File: config.mk
export PLATFORM = sky130hd
export DESIGN_NAME = renaming_map
export DESIGN_NICKNAME = d
export VERILOG_FILES = /design/src/rtl/renaming_map.sv
export SDC_FILE = /design/constraint.sdc
export NUM_CORES = 1
export LEC_CHECK = 0
export CORE_ASPECT_RATIO = 0.75
export CORE_MARGIN = 1.5
export CORE_UTILIZATION = 55
export CTS_CLUSTER_SIZE = 14
export DETAILED_ROUTE_END_ITERATION = 12
export PLACE_DENSITY = 0.77
export SYNTH_ARGS = -nofsm -noshare
export SYNTH_HDL_FRONTEND = slang
export SYNTH_SLANG_ARGS = --single-unit
File: constraint.sdc
create_clock -name clk_i -period 8.92 [get_ports clk_i]
set_clock_uncertainty 0.1 [all_clocks]
set_input_delay 0.892 -clock clk_i [delete_from_list [all_inputs] [get_ports clk_i]]
set_output_delay 0.892 -clock clk_i [all_outputs]
set_load 0.02 [all_outputs]
File: src/rtl/renaming_map.sv
// Register-renaming stage: translates architectural rd/rs1/rs2 of an issue entry into physical
// indices, allocates a free physical register per renamed rd and releases registers on commit.
module renaming_map #(
   parameter int unsigned ARCH_REG_WIDTH = 5,
   parameter int unsigned PHYS_REG_WIDTH = 6,
   parameter int unsigned SBE_REG_WIDTH  = 6,
   parameter int unsigned PAYLOAD_WIDTH  = 16,
   // Flattened entry: {valid, sbe.rd, sbe.rs1, sbe.rs2, payload}
   localparam int unsigned ISSUE_WIDTH = 1 + 3 * SBE_REG_WIDTH + PAYLOAD_WIDTH
) (
   input  logic                      clk_i,
   input  logic                      rst_ni,
   input  logic                      fetch_entry_ready_i,
   input  logic [ISSUE_WIDTH-1:0]    issue_n,
   output logic [ISSUE_WIDTH-1:0]    issue_q,
   input  logic [PHYS_REG_WIDTH-1:0] waddr_i,
   input  logic                      we_gp_i
);

   localparam int unsigned NUM_ARCH  = 1 << ARCH_REG_WIDTH;
   localparam int unsigned NUM_PHYS  = 1 << PHYS_REG_WIDTH;
   localparam int unsigned VALID_BIT = ISSUE_WIDTH - 1;
   localparam int unsigned RD_LSB    = PAYLOAD_WIDTH + 2 * SBE_REG_WIDTH;
   localparam int unsigned RS1_LSB   = PAYLOAD_WIDTH + SBE_REG_WIDTH;
   localparam int unsigned RS2_LSB   = PAYLOAD_WIDTH;
   localparam logic [NUM_PHYS-1:0] FREE_RESET = {{(NUM_PHYS - 1){1'b1}}, 1'b0};

   logic [PHYS_REG_WIDTH-1:0] r_map  [NUM_ARCH];
   logic [PHYS_REG_WIDTH-1:0] r_prev [NUM_PHYS];
   logic [NUM_PHYS-1:0]       r_free;
   logic [ISSUE_WIDTH-1:0]    r_issue_q;

   logic                      w_valid;
   logic [ARCH_REG_WIDTH-1:0] w_rd_arch;
   logic [ARCH_REG_WIDTH-1:0] w_rs1_arch;
   logic [ARCH_REG_WIDTH-1:0] w_rs2_arch;
   logic [PHYS_REG_WIDTH-1:0] w_rd_old;
   logic [PHYS_REG_WIDTH-1:0] w_rs1_phys;
   logic [PHYS_REG_WIDTH-1:0] w_rs2_phys;
   logic [PHYS_REG_WIDTH-1:0] w_rd_phys;
   logic [PHYS_REG_WIDTH-1:0] w_free_idx;
   logic                      w_free_any;
   logic                      w_rd_nonzero;
   logic                      w_alloc;
   logic                      w_drop;
   logic [PHYS_REG_WIDTH-1:0] w_commit_prev;
   logic                      w_release;
   logic [NUM_PHYS-1:0]       w_free_d;
   logic [ISSUE_WIDTH-1:0]    w_issue_d;

   assign w_valid    = issue_n[VALID_BIT];
   assign w_rd_arch  = issue_n[RD_LSB +: ARCH_REG_WIDTH];
   assign w_rs1_arch = issue_n[RS1_LSB +: ARCH_REG_WIDTH];
   assign w_rs2_arch = issue_n[RS2_LSB +: ARCH_REG_WIDTH];

   // Sources read the pre-update map so rd==rs sees the old mapping.
   assign w_rd_old   = r_map[w_rd_arch];
   assign w_rs1_phys = r_map[w_rs1_arch];
   assign w_rs2_phys = r_map[w_rs2_arch];

   // Lowest-index free register wins.
   always_comb begin
      w_free_any = 1'b0;
      w_free_idx = '0;
      for (int i = NUM_PHYS - 1; i >= 0; i--) begin
         if (r_free[i]) begin
            w_free_any = 1'b1;
            w_free_idx = PHYS_REG_WIDTH'(i);
         end
      end
   end

   assign w_rd_nonzero = |w_rd_arch;
   assign w_drop       = w_valid & w_rd_nonzero & ~w_free_any;
   assign w_alloc      = fetch_entry_ready_i & w_valid & w_rd_nonzero & w_free_any;
   assign w_rd_phys    = w_alloc ? w_free_idx : w_rd_old;

   // pr0 is never recorded as a victim, so prev==0 means nothing to release.
   assign w_commit_prev = r_prev[waddr_i];
   assign w_release     = we_gp_i & (|w_commit_prev);

   always_comb begin
      w_free_d = r_free;
      if (w_release) begin
         w_free_d[w_commit_prev] = 1'b1;
      end
      if (w_alloc) begin
         w_free_d[w_free_idx] = 1'b0;
      end
   end

   always_comb begin
      w_issue_d                               = issue_n;
      w_issue_d[VALID_BIT]                    = w_valid & ~w_drop;
      w_issue_d[RD_LSB +: SBE_REG_WIDTH]      = SBE_REG_WIDTH'(w_rd_phys);
      w_issue_d[RS1_LSB +: SBE_REG_WIDTH]     = SBE_REG_WIDTH'(w_rs1_phys);
      w_issue_d[RS2_LSB +: SBE_REG_WIDTH]     = SBE_REG_WIDTH'(w_rs2_phys);
   end

   always_ff @(posedge clk_i or negedge rst_ni) begin
      if (!rst_ni) begin
         for (int i = 0; i < NUM_ARCH; i++) begin
            r_map[i] <= '0;
         end
         for (int i = 0; i < NUM_PHYS; i++) begin
            r_prev[i] <= '0;
         end
         r_free    <= FREE_RESET;
         r_issue_q <= '0;
      end else begin
         r_free <= w_free_d;
         if (w_alloc) begin
            r_prev[w_free_idx] <= w_rd_old;
            r_map[w_rd_arch]   <= w_free_idx;
         end
         if (fetch_entry_ready_i) begin
            r_issue_q <= w_issue_d;
         end
      end
   end

   assign issue_q = r_issue_q;

endmodule

Yosys cells after proc, flatten, opt, wreduce, memory -nomap -nowiden

Index checks and enable logic that the tools add are counted.

Bits in read-only memories: 0
RAM bits: 0
Register bits: 675
Bits of input ports: 45
Output and inout port bits: 35
Memories kept: 0
Latch bits: 0
Logic and storage cells: 285

Order comparisons: 11
Divide/modulo/power cells: 0
Mux-type cells: 153
$mul: 0
Shift-type cells: 0
$add $sub $neg: 0
Bitwise operators: 17
Reductions and logical operators: 6
Equality and inequality tests: 0

Operators by type and width:

| kind               | count |
|---|---|
| $mux 6             | 75 |
| $bwmux 384         | 1 |
| $bwmux 192         | 1 |
| $mux 64            | 2 |
| $bmux 6 s5         | 3 |
| $mux 1             | 66 |
| $and 64x64->64     | 1 |
| $not 64->64        | 1 |
| $or 64x64->64      | 1 |
| $bmux 6 s6         | 1 |
| $demux 6 s6        | 1 |
| $demux 6 s5        | 1 |
| $ge 6x6->1 const B | 3 |
| $not 5->6          | 3 |
| $ge 7x7->1 const B | 2 |
| $lt 6x7->1 const B | 2 |
| $not 6->7          | 2 |
| $demux 1 s6        | 2 |
| $ge 6x1->1 const B | 2 |
| $and 1x1->1        | 7 |
| $lt 7x1->1 const B | 1 |
| $lt 6x1->1 const B | 1 |
| $reduce_or 6->1    | 1 |
| $reduce_or 5->1    | 1 |
| other kinds (2)    | 6 |

Longest topological paths before layout

Gate-level depths: netlist of run 1.

Depth after elaboration: 71
Depth in mapped cells: 12
Mapped depth without buffers: 7

Least setup slack after synthesis of run 1

OpenSTA, ideal clock, no wires.

Kind: input to register
From: input waddr_i[1]
To: register r_free[7]
Setup slack: 5.117 ns
Stages on the path: 11
Library setup time: 0.077 ns
Buffers on the path: 4
Arrival: 3.626 ns
Cell sequence: clkbuf_1 > clkbuf_1 > clkbuf_1 > mux4_2 > a22oi_1 > a21oi_1 > or4_1 > buf_2 > a21oi_1 > a21oi_1 > a31oi_1

Longest elaborated chain between the ends: 12

RTL lines:

| item                                                           | RTL line | source |
|---|---|---|
| from (decl)                                                    | 16       | `input logic [PHYS_REG_WIDTH-1:0] waddr_i,` |
| $not 6->7 (not written as such) (*)                            | 79       | `assign w_commit_prev = r_prev[waddr_i];` |
| $bmux 6 s6 (*)                                                 | 79       |  |
| $mux 6 (not written as such) (*) (2 in a row)                  | 79       |  |
| $lt 6x7->1 (not written as such) or $ge 6x1->1 (tied branches) | 85       | `w_free_d[w_commit_prev] = 1'b1;` |
| $logic_and 1x1->1 (not written as such)                        | 85       |  |
| $mux 1 (not written as such)                                   | 85       |  |
| $demux 1 s6                                                    | 85       |  |
| $or 64x64->64 (no line)                                        | n/a      |  |
| $mux 64 (*)                                                    | 84       | `if (w_release) begin` |
| $and 64x64->64 (no line)                                       | n/a      |  |
| $mux 64 (*)                                                    | 87       | `if (w_alloc) begin` |
| net w_free_d[7]                                                | 48       | `logic [NUM_PHYS-1:0] w_free_d;` |
| to (signal assigned)                                           | 111      | `r_free <= w_free_d;` |
| to (decl)                                                      | 30       | `logic [NUM_PHYS-1:0] r_free;` |

Mark *: on every way through the listed nets, which the timed path passes. The rest lies on a longest branch. The select of a mux whose other input is x is not followed.
A chain may end at the register's enable or synchronous reset.

Worst setup path in the final report of run 1

From: input waddr_i[3]
To: register r_free[13]

The elaborated chain is that of the path after synthesis.

==> results of run 1 <==
state kept, by name, summed over array words and instances, names as in the netlist:
signal / cells
issue_q: 35
r_free: 64
r_map: 192
r_prev: 384
worst min-delay path by stage:
stage,endpoint,slack (ns),cells past startpoint
3_3_place_gp,r_map[190],0.29,0
2_1_floorplan,r_prev[208],0.35,1
4_1_cts,r_map[88],0.18,1
3_5_place_dp,r_map[186],0.31,0
5_1_grt,r_map[84],0.21,1
6_report,r_map[88],0.16,1
report_power, final:
| group | total (uW) | internal, uW | switching, uW |
|---|---|---|---|
| registers | 3600 | 3360 | 242 |
| clock network | 3070 | 1830 | 1240 |
| logic | 2470 | 747 | 1720 |
| total | 9140 | 5940 | 3200 |
per-stage QoR:
step	std cells	hold slack (ns)	total power, uW	util [%]
5_1_grt	3319	0.205	9450	61.6
3_5_place_dp	3194	0.311	6050	57.7
2_1_floorplan	2465	0.353	5180	-
4_1_cts	3319	0.178	9140	61.6
3_3_place_gp	3194	0.293	5960	57.7
6_report	3320	0.156	9140	61.6
worst reg2reg max path, delay by kind of cell, from the launching register on:
kind	cells	cell delay [ns]
multiplexers	1	0.41
AND/OR/NAND/NOR	3	2.28
flip-flops	1	0.40
AO/OA/AOI/OAI	3	1.84
logic make-up after synthesis:
logic type	count (synthesis)	share of synthesized area [%]
compound gates	331	5.91
buf+inv	213	2.62
flops	675	49.0
mux	819	34.8
simple gates	427	7.67
cells in the mapped netlist, types with 40 or more instances:
cell and instances:
o21ai_0 49, clkbuf_1 140, mux2_2 532, nor2_1 99
nand3_1 40, dfrtp_1 612, dfstp_2 63, a22oi_1 69
nor4_1 41, a21oi_1 141, nand2_1 87, mux4_2 254
area by class of cell:
| type | instances | share of cell area [%] |
|---|---|---|
| Sequential cell | 675 | 44.3 |
| Clock inverter | 24 | 0.856 |
| Antenna cell | 1 | 0.00653 |
| Timing Repair Buffer | 116 | 2.77 |
| Tap cell | 810 | 2.65 |
| Clock buffer | 101 | 5.43 |
| Inverter | 16 | 0.157 |
| Multi-Input combinational cell | 1577 | 43.8 |
layer usage:
metal  part of all wire, %  global-route usage [%]  up-vias
met5                 0.014                       0        -
met4                   2.1                    7.63        2
met3                    10                    8.54      141
met2                    44                    43.4     1083
met1                    44                    46.5    12200
li1                      -                       -     9523
==> flow_metrics.py, run 1 <==
metrics = {
    "yosys": {
        "synthCells": 2465,
        "synth.distinct_cells": 69,
        "yosys.area.top_type": "dfrtp_1",
        "synth_top_area_share_pct": 44.2,
        "seq_area_frac_synth_pct": 49.0,
        "ys_ff_latch": 675,
        "synthesis.area_um2": 34600,
        "yosysWarnings": 0,
        "synth.area.top_cells": "dfrtp_1, mux2_2, mux4_2",
        "synth_edf_count": 0,
        "async_flop_share_pct": 100,
        "syn_nets": 2510,
        "ys.flop_type": "dfrtp_1",
        "avgSynthCellArea_um2": 14.0,
    },
    "timing": {
        "setup_viol": 0,
        "worst_slew_pin_slew_ns": 1.40,
        "rsz0062_at_grt": "no",
        "finalCritPeriodShare_pct": 57.6,
        "clock.fmax_mhz": 195,
        "fin_crit_ns": 5.14,
        "slew_headroom_pct": 5.79,
        "finalMaxSlewViolations": 0,
        "hold_viol": 0,
        "tns_ns": 0,
        "postLayoutSetupSlackWorst_ns": 3.78,
    },
    "placement": {
        "io_buffers": 76,
        "routabilityCongestion": 0.965,
        "post-place-ws_ns": 3.36,
        "dp_hpwl_um": 62800,
        "placed_area_um2": 35900,
    },
    "cells_and_area": {
        "seqCellArea_um2": 17000,
        "area_growth_pct": 10.6,
        "layout_commonest_cell": "dfrtp_1",
        "finalInstanceArea_um2": 38300,
        "multiInputGateArea_um2": 16800,
        "drive_above_1_share_pct": 43.2,
        "nNetsFinal": 2500,
        "final_cell_mix": "dfrtp_1, mux2_2, mux4_2",
        "fill_cells": 4533,
    },
    "route": {
        "vias": 23000,
        "wl_um": 95900,
        "firstDrtPassIters": 6,
        "via_per_inst": 6.93,
        "ant_nets": 0,
        "drt-initial-drc-count": 2687,
        "avgRoutedWirePerCell_um": 28.9,
        "drc": 0,
    },
    "worst_setup_path": {
        "crit_end": "r_free[13]",
        "cp.depth": 10,
        "end_kind": "register",
        "cpLargestDelayFamily": "simple AND/OR/NAND/NOR gates",
        "critPathKind": "in2reg",
        "crit_path_start_kind": "input port",
        "crit_arrival_ns": 5.57,
        "rr_startpoint": "r_free[44]",
        "cp_cell_sequence": "clkdlybuf4s50_1, nor2b_1, buf_4, a22oi_1, a21oi_1, nor4_1, buf_4, nor4_1, a21oi_1, nor2_1",
        "reg2reg_slack_ns": 3.78,
        "required_ns": 9.35,
        "cp.buffers_inverters": 3,
        "cp_max_fo": 13,
        "r2r_end": "r_prev[93]",
        "reg2reg_depth": 7,
        "critical_path.slowest_cell": "nor4_1",
        "slowest_delay_ns": 1.16,
        "critPathLaunch": "waddr_i[3]",
    },
    "floorplanning": {
        "die_h_um": 220,
        "dieArea_um2": 64500,
        "core-area_um2": 62200,
        "start_util_pct": 55.7,
        "io_pins": 80,
        "die_x_um": 293,
        "row_count": 79,
    },
    "global_route": {
        "gr-usage-all-layers_pct": 30.5,
        "grt_overflow": 0,
        "grt_pass1_vias": 23200,
        "grt_max_degree": 157,
        "grt_pass1_wl_um": 148000,
        "grt_antenna_before_repair": 1,
    },
    "clock_tree": {
        "cts_post_setup_buffers_inserted": 0,
        "cts_sinks": 675,
        "cts_resized": 0,
        "clk_path_buf_depth": 3,
        "cts-root-buf": "clkbuf_16",
        "cts.clk_slew.worst_paths_ns": 0.07,
        "cts-buffers-inserted": 69,
        "cts_tree": "done",
        "cts_hold_buffers": 0,
        "cts_htree_levels": 3,
        "clk_latency_ns": 0.62,
    },
    "power": {
        "power.density_nw_per_um2": 239,
        "leakage_uw": 0.0168,
        "vdd_drop_max_mv": 0.215,
    },
    "min_path": {
        "min_path_type": "in2async",
    },
    "run_status": {
        "status": "finished, final reports clean",
    },
    "flow_run": {
        "cap_violations": 0,
    },
}
No activity file was read; power rests on OpenSTA's default activity.
==> run 2: changes to the inputs <==
==> constraint.sdc (replaced) <==
create_clock -name clk_i -period 5.3 [get_ports clk_i]
set_clock_uncertainty 0.1 [all_clocks]
set_input_delay 0.53 -clock clk_i [delete_from_list [all_inputs] [get_ports clk_i]]
set_output_delay 0.53 -clock clk_i [all_outputs]
set_load 0.02 [all_outputs]
==> run 2 against run 1 <==
  * Final area is 0.96% higher
  * Non-clock buffer count grew 48
  * Die area unchanged
  * Worst hold slack improved by 0.15 ns
  * Clock-buffer cell count is 6 higher
  * Flip-flop and latch count is the same
  * Sequential power rose by 68%
  * Worst setup slack worse by 2.7 ns
  * Power is 69% higher
  * First-iteration DRC count grew 13%
  * Combinational power up 74%
  * Cell count is 1.5% higher
==> flow_metrics.py, run 2 (synthesized netlist as in run 1, its figures left out) <==
metrics = {
    "power": {
        "leakage_uw": 0.0170,
        "power.density_nw_per_um2": 400,
        "vdd_drop_max_mv": 0.332,
        "switching_share_pct": 35.1,
        "power.internal_uw": 10100,
        "pwr-share-clk_pct": 33.1,
        "p_switching_uw": 5430,
        "p_seq_share_pct": 39.1,
        "p_comb_share_pct": 27.8,
    },
    "global_route": {
        "grt_max_degree": 207,
        "gr-usage-all-layers_pct": 31.1,
        "grt_pass1_vias": 23700,
        "grt_antenna_before_repair": 1,
        "grt_pass1_wl_um": 151000,
        "grt_overflow": 0,
    },
    "cells_and_area": {
        "layout_commonest_cell": "dfrtp_1",
        "nNetsFinal": 2549,
        "regMostFlops": "r_prev",
        "top_regs": "r_prev x384, r_map x192, r_free x64",
        "final_cell_mix": "dfrtp_1, mux2_2, mux4_2",
        "num_antenna_cells": 0,
        "area_growth_pct": 11.7,
        "drive_above_1_share_pct": 43.9,
        "instances_no_fill": 3370,
        "largest_reg_flops": 384,
    },
    "route": {
        "vias": 23400,
        "avgRoutedWirePerCell_um": 29.0,
        "drc": 0,
        "drt-initial-drc-count": 3028,
        "wl_um": 97700,
        "firstDrtPassIters": 6,
        "ant_nets": 0,
        "via_per_inst": 6.93,
    },
    "worst_setup_path": {
        "slowest_delay_ns": 0.73,
        "reg2reg_slack_ns": 1.04,
        "reg2reg_depth": 7,
        "cp_cell_sequence": "or4_1, a311oi_1, o221ai_1, a31oi_4, nand2_4, nor4_4, mux2_2",
        "required_ns": 5.70,
        "r2r_end": "r_prev[109]",
        "cp_max_fo": 19,
        "rr_startpoint": "r_free[48]",
        "crit_arrival_ns": 4.67,
        "end_kind": "register",
        "critPathKind": "reg2reg",
        "critical_path.slowest_cell": "a31oi_4",
        "crit_path_start_kind": "register",
    },
    "placement": {
        "io_buffers": 76,
        "routabilityCongestion": 0.961,
        "placed_cells": 3241,
        "dp_hpwl_um": 64900,
    },
    "timing": {
        "worst_slew_pin_slew_ns": 1.23,
        "finalCritPeriodShare_pct": 80.4,
        "tns_ns": 0,
        "hold_viol": 0,
        "setup_viol": 0,
        "fin_crit_ns": 4.26,
        "clock.fmax_mhz": 235,
        "rsz0062_at_grt": "no",
        "slew_headroom_pct": 17.5,
        "finalMaxSlewViolations": 0,
    },
    "floorplanning": {
        "dieArea_um2": 64500,
        "die_x_um": 293,
        "row_count": 79,
        "core-area_um2": 62200,
        "die_h_um": 220,
        "io_pins": 80,
        "start_util_pct": 55.7,
    },
    "clock_tree": {
        "cts-buffers-inserted": 70,
        "cts.clk_slew.worst_paths_ns": 0.07,
        "cts_sinks": 675,
        "clk_latency_ns": 0.63,
        "cts_resized": 0,
        "cts_tree": "done",
        "clk_path_buf_depth": 3,
        "cts-root-buf": "clkbuf_16",
        "cts_htree_levels": 3,
    },
    "min_path": {
        "min_path_type": "in2async",
    },
    "run_status": {
        "status": "finished, final reports clean",
    },
    "flow_run": {
        "cap_violations": 0,
    },
}
==> run 2: layout make-up <==
type | instances | area (um^2)
Inverter | 16 | 60.1
Timing Repair Buffer | 164 | 1480
Tap cell | 810 | 1010
Clock inverter | 21 | 283
Sequential cell | 675 | 17000
Clock buffer | 107 | 2100
Fill cell | 4517 | 23500
Multi-Input combinational cell | 1577 | 16800
==> run 2: per-layer routing <==
metal,wire (um),GRT usage [%]
met1,43000,46.7
met2,42000,44.6
met3,10500,9.63
met4,2200,7.10
met5,13,0
==> run 2: critical path, delay by kind of cell (launching register included) <==
family             cells  cell delay [ns]
muxes                  1             0.41
DFF                    1             0.38
and+or+nand+nor        3             1.68
AOI/OAI and AO/OA      3             1.56
==> run 2: stage by stage <==
stage               hold slack, ns  setup slack [ns]  cell area (um^2)  total power [uW]  utilization [%]
detailed placement           0.306             0.622             36300             10300             58.4
finish                       0.310              1.04             38700             15500             62.2
floorplan                    0.134              1.86             34600              8720                -
CTS                          0.305              1.09             38700             15400             62.2
global route                 0.336             0.918             38700             16000             62.2
global placement             0.292             0.623             36300             10100             58.4
==> run 2: power groups by stage <==
stage / Combinational (uW) / Sequential [uW] / Clock [uW]
after CTS: 4200 / 6040 / 5180
after global placement: 4090 / 6060 / 0
after global routing: 4460 / 6120 / 5400
final: 4300 / 6060 / 5120
after floorplan: 2670 / 6050 / 0
after detailed placement: 4180 / 6130 / 0
==> run 2: what timing repair did <==
action                                  CTS  global route
hold buffers                              1             0
endpoints found under the setup margin    0             0
buffers inserted                          0             0
hold endpoints to repair                 39             0
==> run 2: how the worst max path moves through the flow <==
stage | depth (start not counted) | start | to | slack [ns]
2_1_floorplan | 11 | waddr_i[1] | r_free[7] | 1.86
3_3_place_gp | 9 | waddr_i[0] | r_free[34] | 0.62
3_5_place_dp | 9 | waddr_i[0] | r_free[34] | 0.62
4_1_cts | 7 | r_free[48] | r_prev[111] | 1.09
5_1_grt | 9 | waddr_i[0] | r_free[38] | 0.92
6_report | 7 | r_free[48] | r_prev[109] | 1.04
==> patch 1: new RTL, settings of run 1 <==
Set the parameter `SBE_REG_WIDTH` to 4 (it was 6).
--- a/src/rtl/renaming_map.sv
+++ b/src/rtl/renaming_map.sv
@@ -5,3 +5,3 @@
    parameter int unsigned PHYS_REG_WIDTH = 6,
-   parameter int unsigned SBE_REG_WIDTH  = 6,
+   parameter int unsigned SBE_REG_WIDTH  = 4,
    parameter int unsigned PAYLOAD_WIDTH  = 16,
Interface: changed (resized issue_n and issue_q); port bits go from 80 to 68. No check against the original RTL was run, so the function may have changed too.
==> patch 1 against run 1 <==
  * Wire length is 9.6% lower
  * Total power decreased by 15%
  * Sequential cell count fell by 6
  * Cell area decreased by 5.9%
  * Register-to-register slack better by 0.85 ns
  * Setup slack gained 0.54 ns
  * Core utilization fell by 0.60 points
  * Synthesized area fell by 5.0%
  * Critical path type unchanged
  * Largest power group unchanged
==> patch 1: results (changes against run 1) <==
----------------------------------------------------
[Outcome]
  Status ... finished, final reports clean

[Logic synthesis]
  Nets in the synthesized netlist ... 2388 (-4.9%)
  Leading post-synthesis cells by cell area ... sky130_fd_sc_hd__dfrtp_1, sky130_fd_sc_hd__mux4_2, sky130_fd_sc_hd__mux2_2
  Sequential-to-total area share from yosys stat ... 51.13% (+2.1 points)
  Commonest cells in the synthesized netlist ... sky130_fd_sc_hd__dfrtp_1, sky130_fd_sc_hd__mux2_2, sky130_fd_sc_hd__mux4_2
  Post-Synthesis Mean Instance Area ... 14.01 um2 (-0.30%)
  Cell variety after synth ... 70 (+1.4%)

[Drt]
  Violation count after the first detailed-routing iteration ... 2537 (-5.6%)

[Global routing]
  All-Layer GR Usage ... 28.90% (-1.6 points)
  Maximum number of pins on one net before global-route repair ... 190 (+21%)
  Number of antenna violations at the first check in global routing ... 2 (+1)

[Place]
  Count of port buffers added during placement ... 67 (-12%)
  Placed wire-length estimate after detailed placement ... 58.55 mm (-6.8%)
  Routability congestion estimate from global placement ... 0.9589 (-0.59%)
  Instance count after placement with tap cells included ... 2983 (-6.6%)
  Post-Place Worst Slack ... 3.752 ns (+0.3938 ns)

[Setup path]
  Number of cells on the worst reg-to-reg path ... 8 (+1)
  Source of the worst register-to-register timing path ... r_free[52]
  Setup slack on the worst flop-to-flop path ... 4.63 ns (+0.85 ns)
  Critical register-to-register path endpoint ... r_prev[216]
  Critical Path Fanout Max ... 17 (+4)

[Timing]
  Tightest hold margin ... 0.1977 ns (+0.04131 ns)

[CTS]
  TritonCTS Buffers ... 66 (-4.3%)

[Power]
  Peak supply drop ... 0.1451 mV (-33%)

[Layout]
  Fraction of layout cells with a size suffix above 1 ... 40.08% (-3.2 points)
  Number of nets in the layout ... 2300 (-8.0%)

----------------------------------------------------
## patch 1: worst register-to-register path, stage by stage (launching register included)
cell and delay (ns):
sky130_fd_sc_hd__dfstp_2 0.40, sky130_fd_sc_hd__nor4_1 0.54, sky130_fd_sc_hd__o211ai_1 0.17, sky130_fd_sc_hd__a31oi_1 0.30, sky130_fd_sc_hd__o2111ai_2 0.16, sky130_fd_sc_hd__nand2_2 0.50, sky130_fd_sc_hd__nand2_1 0.63, sky130_fd_sc_hd__nor4_2 0.95
sky130_fd_sc_hd__mux2_2 0.43
## patch 1: logic make-up after synthesis
logic type      Yosys count  share of synthesized area [%]
compound gates          255                          4.952
flops                   669                          51.13
mux                     719                          32.59
buf+inv                 285                          3.503
simple gates            421                          7.831
## patch 1: cell type report
cell class | count | area, um2
antenna | 1 | 2.502
clock buffer | 100 | 1983
clock inverter | 20 | 260.3
fill | 4272 | 23020
inverter | 26 | 97.59
multi-input combinational | 1395 | 14940
sequential | 669 | 16820
tap | 790 | 988.4
timing repair buffer | 103 | 947.2
## patch 1: how the worst max path moves through the flow
stage / startpoint / to / cells past startpoint
after global placement: waddr_i[0] / r_free[39] / 10
after global routing: waddr_i[0] / r_free[41] / 10
after CTS: waddr_i[0] / r_free[39] / 10
after floorplan: issue_n[24] / r_prev[186] / 8
final: waddr_i[3] / r_free[18] / 9
after detailed placement: waddr_i[0] / r_free[39] / 10
## patch 1: metal layers
layer  track usage, %  vias up  share of wire (%)
met3            7.155      152                9.9
met2            40.74     1059                 44
met1            44.91    11110                 44
met5                0        -              0.013
li1                 -     8610                  -
met4            7.354        2                2.3
## patch 1: report_power, final
| part | switching [W] | internal [W] |
|---|---|---|
| Clock | 0.00118 | 0.00171 |
| Combinational | 0.000951 | 0.000525 |
| Sequential | 0.000150 | 0.00322 |
| Total | 0.00228 | 0.00546 |
==> patch 2: new RTL, config.mk and constraints of run 1 <==
Without the edit above. Reset style: synchronous (`rst_ni`), changed in one clocked block.
--- a/src/rtl/renaming_map.sv
+++ b/src/rtl/renaming_map.sv
@@ -99,3 +99,3 @@
 
-   always_ff @(posedge clk_i or negedge rst_ni) begin
+   always_ff @(posedge clk_i) begin
       if (!rst_ni) begin
Check against the original RTL: not settled (the Yosys comparison gave no result); the edit may change what the design does.
==> patch 2 against run 1 <==
  * Non-clock buffer count grew 12
  * Cell area shrank 3.6%
  * Sequential cell count is the same
  * Synthesized area shrank 2.9%
  * Final cell count grew 2.4%
  * Via count grew 2.8%
  * Setup slack lost 0.0064 ns
  * Core utilization shrank 0.51 points
  * Wire length shrank 1.5%
  * Count of clock-buffer cells in the layout shrank 14
  * Critical path type unchanged
Power is not compared: it rests on default switching activity, and its combinational part moved more than twofold at a synthesized area within 25%.
==> patch 2: results (changes against run 1) <==
----------------------------------------------------
[Outcome]
  Status ... finished, final reports clean

[Layout]
  Number of antenna diodes ... 0 (-1)
  Number of nets in the layout ... 2593 (+3.7%)
  Fraction of layout cells with a size suffix above 1 ... 19.73% (-24 points)
  Regs by FF count ... r_prev (384), r_map (192), r_free (64)
  Fillers ... 4372 (-3.6%)
  Register bank with the most flops ... r_prev

[Power]
  Peak supply drop ... 0.1175 mV
  Overall power of the completed layout ... ~0.007 W
  Static leakage ... ~12 nW

[Global routing]
  Wire length of the first global-routing pass ... 142.0 mm (-4.0%)
  All-Layer GR Usage ... 30.53% (about the same)
  Maximum number of pins on one net before global-route repair ... 66 (-58%)
  Number of global-route vias before repair ... 22880 (-1.4%)

[Drt]
  M1 wire length ... 35.05 mm (-17%)
  Total wire length after detailed routing ... 94.46 mm (-1.5%)
  Met2 wirelength from detailed routing ... 42.68 mm (+2.2%)
  Iteration count of the initial detailed-routing pass ... 6 (unchanged)
  Violation count after the first detailed-routing iteration ... 3916 (+46%)
  Via Count ... 23640 (+2.8%)
  Highest routing layer actually used ... met5
  Total length of routed met3 wires ... 13.90 mm (+44%)

[Setup path]
  Worst setup path start ... waddr_i[3]
  Source of the worst register-to-register timing path ... r_free[6]
  Number of cells on the worst reg-to-reg path ... 9 (+2)
  Critical Path Fanout Max ... 17 (+4)

[Logic synthesis]
  Adder-cell share of the synthesized area ... 0% (unchanged)
  Count of warnings emitted by yosys ... 0 (unchanged)
  EDFF count, synth ... 576 (+576)
  Sequential-to-total area share from yosys stat ... 57.34% (+8.3 points)
  Cell variety after synth ... 77 (+12%)
  Share of flip-flops with an asynchronous set or reset ... 0% (-100 points)
  Xor and xnor fraction of the mapped netlist area ... 0% (unchanged)
  Compound-gate portion of the synthesized area ... 6.360% (+0.45 points)
  Leading post-synthesis cells by cell area ... sky130_fd_sc_hd__edfxtp_1, sky130_fd_sc_hd__mux4_2, sky130_fd_sc_hd__dfxtp_1
  Commonest cells in the synthesized netlist ... sky130_fd_sc_hd__edfxtp_1, sky130_fd_sc_hd__nor2_1, sky130_fd_sc_hd__mux4_2
  Fraction of synthesized area in multiplexers ... 18.68% (-16 points)

[CTS]
  CTS Buffer Depth ... 3 (unchanged)
  TritonCTS Buffers ... 67 (-2.9%)
  Number of levels in the clock H-tree ... 3 (unchanged)
  Setup Buffers After CTS ... 0 (unchanged)
  Quantity of gates resized following cts ... 0 (unchanged)
  Buffer type at the clock tree root ... sky130_fd_sc_hd__clkbuf_16

[Worst hold path]
  Type of the most critical hold path ... reg -> reg
  Number of cells on the worst hold path ... 2

[Timing]
  Setup Total Neg Slack ... 0 ns (unchanged)
  Relative max-transition margin ... 10.43% (+4.6 points)

[Place]
  Routability congestion estimate from global placement ... 0.9698 (+0.54%)
  Placed wire-length estimate after detailed placement ... 62.01 mm (-1.3%)
  Count of port buffers added during placement ... 76 (unchanged)
  Dpl cell area ... 34820 um2 (-3.0%)

----------------------------------------------------
-- patch 2: critical path, cell delays in order --
cell,delay (ns)
sky130_fd_sc_hd__clkdlybuf4s50_1,1.19
sky130_fd_sc_hd__nor2b_1,0.93
sky130_fd_sc_hd__buf_4,0.36
sky130_fd_sc_hd__a22oi_1,0.10
sky130_fd_sc_hd__a21oi_1,0.39
sky130_fd_sc_hd__nor4_1,0.16
sky130_fd_sc_hd__nand2b_1,0.22
sky130_fd_sc_hd__nor2_1,0.94
sky130_fd_sc_hd__nand2_1,0.15
sky130_fd_sc_hd__a32oi_1,0.23
-- patch 2: stage by stage --
| stage | utilization, % | instances | setup slack (ns) |
|---|---|---|---|
| floorplan | - | 2586 | 5.265 |
| CTS | 61.11 | 3400 | 4.043 |
| global route | 61.11 | 3400 | 3.682 |
| finish | 61.11 | 3400 | 3.773 |
| detailed placement | 57.63 | 3279 | 3.439 |
| global placement | 57.63 | 3279 | 3.520 |
-- patch 2: routing by layer --
metal,global-route usage (%),up-vias
met3,9.067,216
met5,0,-
met2,44.99,1796
li1,-,9812
met4,9.511,2
met1,43.97,11820
-- patch 2: power by group --
part / internal (W) / switching [W]
clock network: 0.00157 / 0.00121
registers: 0.00354 / 0.0000588
logic: 0.000269 / 0.000472
-- patch 2: final timing paths --
path	to	slack [ns]
max	r_free[5]	3.77
max reg2reg	r_prev[36][1]	3.95
min reg2reg	issue_q[34]	0.38
min	issue_q[34]	0.38
-- patch 2: layout make-up --
cell class	instances	area share, %
Multi-Input combinational cell	1649	36.08
Clock inverter	34	0.7185
Clock buffer	87	4.969
Tap cell	800	2.711
Inverter	27	0.2745
Timing Repair Buffer	128	3.020
Sequential cell	675	52.22
-- patch 2: cell families (layout without fill, tap and decap cells) --
| kind of cell | Yosys count | after routing |
|---|---|---|
| muxes | 296 | 296 |
| and+or+nand+nor | 1041 | 1041 |
| AOI/OAI and AO/OA | 306 | 306 |
| other | 1 | 6 |
| buffers and inverters | 262 | 276 |
| DFF | 675 | 675 |
